[src/rtl/lpf_pkg.sv]
// Shared types and helpers for the FIR decimation stage and its downstream FFT stage.
package lpf_pkg;

    // Default widths shared with the pitch-detection/FFT stage.
    localparam int LPF_IN_WIDTH   = 32;
    localparam int LPF_OUT_WIDTH  = 16;
    localparam int LPF_SHIFT      = 8;
    localparam int LPF_DECIM      = 8;
    localparam int LPF_FIFO_DEPTH = 4;

    typedef logic signed [LPF_OUT_WIDTH-1:0] sample_t;

    typedef struct packed {
        sample_t value;
        logic    sat;
    } sat_shift_t;

    // Output sample range expressed at the input width, for comparisons.
    localparam logic signed [LPF_IN_WIDTH-1:0] SAMPLE_MAX =
        {{(LPF_IN_WIDTH - LPF_OUT_WIDTH + 1){1'b0}}, {(LPF_OUT_WIDTH - 1){1'b1}}};
    localparam logic signed [LPF_IN_WIDTH-1:0] SAMPLE_MIN =
        {{(LPF_IN_WIDTH - LPF_OUT_WIDTH + 1){1'b1}}, {(LPF_OUT_WIDTH - 1){1'b0}}};

    // Sign-preserving right shift followed by clamping to the sample range.
    function automatic sat_shift_t sat_shift(input logic signed [LPF_IN_WIDTH-1:0] din,
                                             input int shift);
        logic signed [LPF_IN_WIDTH-1:0] y;
        sat_shift_t res;
        y = din >>> shift;
        if (y > SAMPLE_MAX) begin
            res.value = SAMPLE_MAX[LPF_OUT_WIDTH-1:0];
            res.sat   = 1'b1;
        end else if (y < SAMPLE_MIN) begin
            res.value = SAMPLE_MIN[LPF_OUT_WIDTH-1:0];
            res.sat   = 1'b1;
        end else begin
            res.value = y[LPF_OUT_WIDTH-1:0];
            res.sat   = 1'b0;
        end
        return res;
    endfunction

endpackage

[src/rtl/lpf_decimator_fifo.sv]
// Small synchronous FIFO holding decimated samples. The head entry is read straight
// from the storage registers, so data_o never has a combinational path from push.
// A push while full is accepted only when a pop frees the head slot in the same cycle.
module sample_fifo #(
    parameter int DEPTH = 4,
    parameter int WIDTH = 16
) (
    input  logic                       clk_i,
    input  logic                       rst_ni,
    input  logic                       push_i,
    input  logic [WIDTH-1:0]           data_i,
    input  logic                       pop_i,
    output logic [WIDTH-1:0]           data_o,
    output logic                       full_o,
    output logic                       empty_o,
    output logic [$clog2(DEPTH):0]     count_o
);

    localparam int PTR_W = $clog2(DEPTH);
    localparam int CNT_W = PTR_W + 1;
    localparam logic [CNT_W-1:0] CNT_FULL = CNT_W'(DEPTH);

    logic [WIDTH-1:0] mem_q [DEPTH];
    logic [WIDTH-1:0] mem_d [DEPTH];
    logic [PTR_W-1:0] wr_ptr_q, wr_ptr_d;
    logic [PTR_W-1:0] rd_ptr_q, rd_ptr_d;
    logic [CNT_W-1:0] count_q, count_d;
    logic             pop_ok;
    logic             push_ok;

    assign pop_ok  = pop_i && (count_q != '0);
    assign push_ok = push_i && ((count_q != CNT_FULL) || pop_ok);

    assign data_o  = mem_q[rd_ptr_q];
    assign empty_o = (count_q == '0);
    assign full_o  = (count_q == CNT_FULL);
    assign count_o = count_q;

    // Next-state: write at the tail, advance pointers (power-of-two wrap), track occupancy.
    always_comb begin
        mem_d    = mem_q;
        wr_ptr_d = wr_ptr_q;
        rd_ptr_d = rd_ptr_q;
        count_d  = count_q;
        if (push_ok) begin
            mem_d[wr_ptr_q] = data_i;
            wr_ptr_d        = wr_ptr_q + 1'b1;
        end
        if (pop_ok) begin
            rd_ptr_d = rd_ptr_q + 1'b1;
        end
        case ({push_ok, pop_ok})
            2'b10:   count_d = count_q + 1'b1;
            2'b01:   count_d = count_q - 1'b1;
            default: count_d = count_q;
        endcase
    end

    // State registers; reset empties the FIFO and zeroes storage so the head reads 0.
    always_ff @(posedge clk_i) begin
        if (!rst_ni) begin
            for (int i = 0; i < DEPTH; i++) begin
                mem_q[i] <= '0;
            end
            wr_ptr_q <= '0;
            rd_ptr_q <= '0;
            count_q  <= '0;
        end else begin
            mem_q    <= mem_d;
            wr_ptr_q <= wr_ptr_d;
            rd_ptr_q <= rd_ptr_d;
            count_q  <= count_d;
        end
    end

endmodule

[src/rtl/lpf_decimator.sv]
// Decimator behind the FIR low-pass filter: keeps one accepted beat in DECIM, scales and
// saturates it, and buffers it for an AXI-stream consumer. The FIR has no tready, so
// backpressure is absorbed by the FIFO and overflow is reported on a sticky flag.
// Timing: a kept beat sampled at one edge lands in the stage register, pushes into the
// FIFO at the following edge, and is visible as m_tvalid right after that push.
module lpf_decimator
    import lpf_pkg::*;
#(
    parameter int IN_WIDTH   = LPF_IN_WIDTH,
    parameter int OUT_WIDTH  = LPF_OUT_WIDTH,
    parameter int SHIFT      = LPF_SHIFT,
    parameter int DECIM      = LPF_DECIM,
    parameter int FIFO_DEPTH = LPF_FIFO_DEPTH
) (
    input  logic                          clk_in,
    input  logic                          rst_in,
    input  logic                          s_tvalid,
    input  logic [IN_WIDTH-1:0]           s_tdata,
    output logic                          m_tvalid,
    output logic [OUT_WIDTH-1:0]          m_tdata,
    input  logic                          m_tready,
    output logic                          sat_flag,
    output logic                          ovf_flag,
    output logic [$clog2(FIFO_DEPTH):0]   fill_level
);

    localparam int PH_W = (DECIM > 1) ? $clog2(DECIM) : 1;
    localparam logic [PH_W-1:0] PHASE_LAST = PH_W'(DECIM - 1);

    logic [PH_W-1:0]      phase_q, phase_d;
    logic                 stage_valid_q, stage_valid_d;
    logic [OUT_WIDTH-1:0] stage_data_q, stage_data_d;
    logic                 sat_q, sat_d;
    logic                 ovf_q, ovf_d;
    logic                 keep;
    logic                 pop;
    logic                 fifo_full;
    logic                 fifo_empty;
    sat_shift_t           scaled;

    // Only accepted beats advance the phase; idle cycles leave it alone.
    assign keep   = s_tvalid && (phase_q == '0);
    assign scaled = sat_shift(s_tdata, SHIFT);
    assign pop    = m_tvalid && m_tready;

    // Next-state for phase, stage register and the sticky status flags.
    always_comb begin
        phase_d = phase_q;
        if (s_tvalid) begin
            phase_d = (phase_q == PHASE_LAST) ? '0 : phase_q + 1'b1;
        end
        stage_valid_d = keep;
        stage_data_d  = keep ? scaled.value : stage_data_q;
        sat_d         = sat_q | (keep & scaled.sat);
        // A stage push into a full FIFO is lost unless the head pops in the same cycle.
        ovf_d         = ovf_q | (stage_valid_q & fifo_full & ~pop);
    end

    // Phase, stage and flag registers; reset restarts at phase 0 so the next beat is kept.
    always_ff @(posedge clk_in) begin
        if (!rst_in) begin
            phase_q       <= '0;
            stage_valid_q <= 1'b0;
            stage_data_q  <= '0;
            sat_q         <= 1'b0;
            ovf_q         <= 1'b0;
        end else begin
            phase_q       <= phase_d;
            stage_valid_q <= stage_valid_d;
            stage_data_q  <= stage_data_d;
            sat_q         <= sat_d;
            ovf_q         <= ovf_d;
        end
    end

    sample_fifo #(
        .DEPTH (FIFO_DEPTH),
        .WIDTH (OUT_WIDTH)
    ) u_fifo (
        .clk_i   (clk_in),
        .rst_ni  (rst_in),
        .push_i  (stage_valid_q),
        .data_i  (stage_data_q),
        .pop_i   (pop),
        .data_o  (m_tdata),
        .full_o  (fifo_full),
        .empty_o (fifo_empty),
        .count_o (fill_level)
    );

    assign m_tvalid = ~fifo_empty;
    assign sat_flag = sat_q;
    assign ovf_flag = ovf_q;

endmodule
[config.mk]
export PLATFORM = sky130hd
export DESIGN_NAME = lpf_decimator
export DESIGN_NICKNAME = d
export VERILOG_FILES = /design/src/rtl/lpf_pkg.sv /design/src/rtl/lpf_decimator_fifo.sv /design/src/rtl/lpf_decimator.sv
export SDC_FILE = /design/constraint.sdc
export NUM_CORES = 1
export LEC_CHECK = 0
export ABC_AREA = 1
export CAP_MARGIN = 20
export CORE_ASPECT_RATIO = 1.75
export CORE_UTILIZATION = 58
export DETAILED_ROUTE_END_ITERATION = 7
export PLACE_DENSITY = 0.84
export SLEW_MARGIN = 20
export SYNTH_ARGS = -nofsm -noshare
export SYNTH_HDL_FRONTEND = slang
export SYNTH_SLANG_ARGS = --single-unit
[constraint.sdc]
create_clock -name clk_in -period 2.9 [get_ports clk_in]
set_clock_uncertainty 0.1 [all_clocks]
set_input_delay 0.58 -clock clk_in [delete_from_list [all_inputs] [get_ports clk_in]]
set_output_delay 0.58 -clock clk_in [all_outputs]
set_load 0.02 [all_outputs]
# After elaboration in Yosys (flattened, before gate mapping)
# Index checks and enable logic that the tools add are counted.
word_totals:
  in_bits: 36
  wordCells: 56
  register_bits: 93
  output_inout_bits: 22
op_classes:
  magnitude_cmp: 5
  mux: 10
  n_addsub: 5
  n_bitwise: 9
  reduce_logical: 10
  n_eq_ne: 5
op_table:
  columns: ["op", "n"]
  rows:
  - ["bitwise mux 64 bit", 1]
  - ["two-way mux 16 bit", 3]
  - ["two-way mux 17 bit", 2]
  - ["binary-select mux 16 bit (select 2 bit)", 1]
  - ["demux 16 bit (select 2 bit)", 1]
  - ["greater-than comparator 24 x 16 -> 1 bit (second input constant)", 1]
  - ["< comparator 24 x 16 -> 1 bit (second input constant)", 1]
  - ["adder 3 x 1 -> 3 bit (second input constant)", 2]
  - ["== test 3 bit (second input constant)", 2]
  - [">= comparator 3 bit (second input constant)", 2]
  - ["logical NOT 3 bit", 2]
  - ["NOT 2 -> 3 bit", 2]
  - ["case mux 3 bit (2 select lines)", 1]
  - ["logical AND 1 bit", 5]
  - ["adder 2 x 1 -> 2 bit (second input constant)", 2]
  - ["AND 1 bit", 3]
  - ["< comparator 3 x 1 -> 1 bit (second input constant)", 1]
  - ["two-way mux 3 bit", 1]
  - ["!= test 3 bit (second input constant)", 1]
  - ["nonzero test 3 bit", 1]
  - ["subtractor 3 x 1 -> 3 bit (second input constant)", 1]
  - ["== test 2 x 1 -> 1 bit (second input constant)", 1]
  - ["== test 2 bit (second input constant)", 1]
  - ["NOT 1 bit", 2]
  - ["3 further kinds", 4]

# Logic depth before layout (Yosys ltp)
depth:
  word_depth: 8
  depth_mapped: 10
  depth_no_buf: 10

# By module
# From an unflattened synthesis, not the netlist that was laid out.
unflattened:
  hier_cells: 798
  area_unflattened_um2: 5082.4
modules_own_cells:
  columns: ["module", "cells_each", "n_inst", "area_each_um2", "seq_area_each_um2"]
  rows:
  - ["sample_fifo", 648, 1, 4018.9, 1421.4]
  - ["lpf_decimator", 150, 1, 1063.5, 440.4]

# Least setup slack after synthesis
# OpenSTA, ideal clock, no wires.
synth_timing:
  kind: "input to register"
  from: "input port m_tready"
  to: "register u_fifo.count_q[2], in the netlist u_fifo.count_o[2]"
  path_slack_ns: 0.732
  path_stages: 10
  path_buffers: 0
  arrival_ns: 1.946
  setup_ns: 0.122
  required_ns: 2.678
  path_cell_list: "inv_1 > nand3_4 > nand2_8 > ha_1 > inv_1 > fa_1 > a21oi_1 > o21ai_0 > o21ai_0 > a21oi_1"
synth_between:
  elab_chain_len: 6
  elab_cells_between_ends: 8
  cone_classes: "eq/ne (2); mux (1); reduce/logical (5)"
synth_lines:
  columns: ["element", "line", "text"]
  rows:
  - ["start, declared", "lpf_decimator.sv:21", "input logic m_tready,"]
  - ["logical AND 1 bit (*)", "lpf_decimator.sv:44", "assign pop = m_tvalid && m_tready;"]
  - ["logical AND 1 bit (*)", "lpf_decimator_fifo.sv:31", "assign pop_ok = pop_i && (count_q != '0);"]
  - ["logical OR 1 bit", "lpf_decimator_fifo.sv:32", "assign push_ok = push_i && ((count_q != CNT_FULL) || pop_ok);"]
  - ["logical AND 1 bit", "lpf_decimator_fifo.sv:32", null]
  - ["== test 2 x 1 -> 1 bit or == test 2 bit (tied branches)", "lpf_decimator_fifo.sv:52", "case ({push_ok, pop_ok})"]
  - ["case mux 3 bit (2 select lines) or nonzero test 2 bit (tied branches)", null, null]
  - ["end signal, assigned", "lpf_decimator_fifo.sv:72", "count_q <= count_d;"]
  - ["end, declared", "lpf_decimator_fifo.sv:27", "logic [CNT_W-1:0] count_q, count_d;"]
# Every way passes the cells marked *; elsewhere a longest branch is shown, timed or not.
# A chain may end at the register's enable or synchronous reset.

# Final worst setup path
layout_timing:
  from: "register u_fifo.rd_ptr_q[1]"
  to: "output port m_tdata[4]"
layout_between:
  elab_chain_len: 4
layout_lines:
  columns: ["element", "line", "text"]
  rows:
  - ["start, declared", "lpf_decimator_fifo.sv:26", "logic [PTR_W-1:0] rd_ptr_q, rd_ptr_d;"]
  - ["start signal, assigned", "lpf_decimator_fifo.sv:71", "rd_ptr_q <= rd_ptr_d;"]
  - ["NOT 2 -> 3 bit (not written as such)", "lpf_decimator_fifo.sv:34", "assign data_o = mem_q[rd_ptr_q];"]
  - ["binary-select mux 16 bit (select 2 bit)", "lpf_decimator_fifo.sv:34", null]
  - ["two-way mux 16 bit (not written as such) (2 in series)", "lpf_decimator_fifo.sv:34", null]
  - ["end, declared", "lpf_decimator.sv:20", "output logic [OUT_WIDTH-1:0] m_tdata,"]
# Every way passes these cells. The select of a mux whose other input is x is not followed.

==> summary.txt <==
Hold path
  • Worst hold start: sat_flag$_SDFF_PN0_
  • Hold Path Class: flop to flop

Flow run
  • # Max-Cap Violations: 0

Drt
  • Average wire per standard cell: 15.2 um
  • Vias after detailed routing: ~4000
  • Detail Route Antenna Nets: 0
  • Routed WL: around 10 mm
  • Drt first pass iters: 5
  • 1st-iter DRT viols: between 400 and 500
  • Vias per cell: 5.76
  • DRC Markers: 0

Placement
  • Placer Congestion: ~0.87
  • Port bufs: roughly 50
  • DP HPWL: roughly 6.5 mm

Clock network
  • Clk sinks: 93
  • CTS Buf Count: 9
  • TritonCTS clock tree: built
  • Clk Latency, worst-skew pair: 340 ps
  • Htree depth: 3
  • Clock transition at path regs: about 60 ps
  • Hold-fix buffers, CTS: 0
  • CTS Buffer Depth: 2
  • Clock root cell: clkbuf_16

Critical path
  • CP Cell Sequence: inv_1 -> buf_4 -> o21ai_0 -> o22ai_1 -> clkdlybuf4s50_1
  • Beginning of the critical path: u_fifo.rd_ptr_q[1]$_SDFFE_PN0N_
  • Kind of critical path: flop to output pin
  • RR Startpoint: u_fifo.count_o[0]$_SDFFE_PN0P_
  • Critical Path Max Stage Delay: approximately 650 ps
  • Required @ worst endpoint: 2220 ps
  • CP max FO: 17
  • WP data arrival: slightly above 2000 ps
  • Crit path max-delay cell type: clkdlybuf4s50_1
  • Worst setup EP type: output pin
  • Critical Path Start Type: flop

Floorplan
  • Row count: 40
  • Ports: 58
  • Core Region: a little under 7000 um2
  • Die span in x: around 66 um
  • Die Ht: 114 um
  • Starting density of the core: 0.603
  • Die area: about 7500 um2

Pwr
  • Max VDD drop: about 0.42 mV
  • Lkg Pwr: 2.19 nW
  • Pwr dens: around 740 nW/um2
  • Power, Total: 0.00365 W

Layout
  • Share of cells above drive strength 1: 0.0659
  • Layout net count: 648
  • Fillers: around 530
  • Area Overhead vs Synth: 19.7%
  • Util after Layout: 0.722
  • ANT cells: 0

Synthesis
  • Top cells by area, synth: dfxtp_1 (45%), nor2_1 (12%), nand2_1 (8.4%), o21ai_0 (8.4%), a21oi_1 (5.4%)
  • Xor/xnor cell area share of the yosys netlist: 0
  • Yosys warning count: 0
  • Synth Area in Compound Gates: 0.192
  • Main combinational cell family by area after synthesis: simple AND/OR/NAND/NOR gates
  • Yosys reg bits: 93
  • Area fraction of the dominant cell type after synthesis: 0.450
  • Post-synth top cells: nor2_1 (135), dfxtp_1 (93), nand2_1 (92)
  • Mapped Area: 4140 um2
  • Cell variety after synth: 30
  • Mapped Cells: 562
  • Post-synth net total: between 600 and 700
  • Sequential area share after synthesis: 0.450
  • Syn Area/Cell: around 7.4 um2
  • Synth area leader: dfxtp_1
  • Post-Synth Adder-Cell Area: 0.0290
  • Top-count cell post-synth: nor2_1
  • Post-synthesis async set-or-reset flop share: 0
  • Ys flop type: dfxtp_1
  • Simple-Gate Fraction of Synth Area: 0.245
  • Post-synthesis mux area share: 0
  • Number of synthesized flops with an enable pin: 0

Global routing
  • Global-route wire length before repair: roughly 17 mm
  • Initial antenna violation count: 0
  • Routing usage on met3: 0.0710
  • Overall routing resource usage: 0.304
  • GR Util met2: 0.510
  • GRT Residual Overflow: 0
  • Vias in the first global route: 3810
  • GR peak layer: met2
  • Largest net degree at the start of global routing: just under 60
  • Met1 Use GR: 0.342

STA
  • RSZ-0062 raised after global routing: no
  • Post-layout min period: between 2000 and 3000 ps
  • Final worst-path cycle share: 0.944
  • Endpoints failing setup: 0
  • Slew @ Worst Pin: 593 ps
  • Worst slew margin: 0.605
  • Max Slew Vio Count: 0
  • Hold Vio Cnt, Final: 0
  • Setup tns final: 0 ps
  • Fmax: roughly 370 MHz

Run status
  • Status: completed
[worst paths after layout]
kind | slack [ps] | cells after the start | end
min | 350 | 2 | sat_flag$_SDFF_PN0_
min reg2reg | 350 | 2 | sat_flag$_SDFF_PN0_
max | 160 | 5 | m_tdata[4]
max reg2reg | 770 | 10 | u_fifo.count_o[2]$_SDFFE_PN0P_
[worst max-delay path: cells and delay by family (launching register included)]
| kind | cells | cell delay, ps |
|---|---|---|
| DFF | 1 | 430 |
| buffers and inverters | 3 | 970 |
| AOI/OAI and AO/OA | 2 | 320 |
[cells by family (layout without fill, tap and decap cells)]
group                    Yosys count  count (layout)
AND/OR/NAND/NOR                  239             239
flip-flops                        93              93
buffers and inverters             68             113
adder cells (fa/ha/maj)            9               9
AO/OA/AOI/OAI                    153             153
[metal layers]
layer,vias up,part of all wire
li1,1900,-
met2,169,0.50
met3,34,0.062
met1,1874,0.39
met4,0,0.049
met5,-,0
[registers in the layout, summed over array words and instances (netlist names)]
name,count
u_fifo.mem_q,64
stage_data_q,16
phase_q,3
u_fifo.count_o,3
u_fifo.rd_ptr_q,2
u_fifo.wr_ptr_q,2
ovf_flag,1
sat_flag,1
stage_valid_q,1
[area by class of cell]
type                       count  area (um2)  area share
multi-input combinational    401        1930       0.389
sequential                    93        1860       0.376
timing repair buffer          59         566       0.114
clock buffer                  12         256      0.0518
inverter                      39         164      0.0331
tap                           84         105      0.0212
clock inverter                 3        68.8      0.0139
[per-stage QoR]
step                instances  cell area, um2  setup slack [ps]  hold WS [ps]
floorplan                 562            4140               732           344
CTS                       691            4950              53.6           361
finish                    691            4950               163           354
global route              691            4950              93.3           382
detailed placement        676            4620               211           352
global placement          676            4620               254           333
[repair_timing]
action	CTS	global route
setup endpoints to repair	0	6
buffers inserted	0	0
gates resized for setup	0	1
[power by group]
group	switching (W)	leakage [nW]	total (W)	internal (W)
Combinational	0.000566	1.27	0.000984	0.000418
Clock	0.000467	0.159	0.00127	0.000799
Sequential	0.0000707	0.754	0.00140	0.00133
[placed cells by master (no fill, tap or decap), types with 9 or more instances in the layout]
| cell type | instances |
|---|---|
| a21oi_1 | 45 |
| buf_4 | 10 |
| clkbuf_16 | 9 |
| clkdlybuf4s50_1 | 49 |
| dfxtp_1 | 92 |
| inv_1 | 34 |
| nand2_1 | 92 |
| nor2_1 | 135 |
| o21ai_0 | 69 |
| o21ai_1 | 21 |
| o22ai_1 | 16 |
Power figures use the tool's default switching activity.
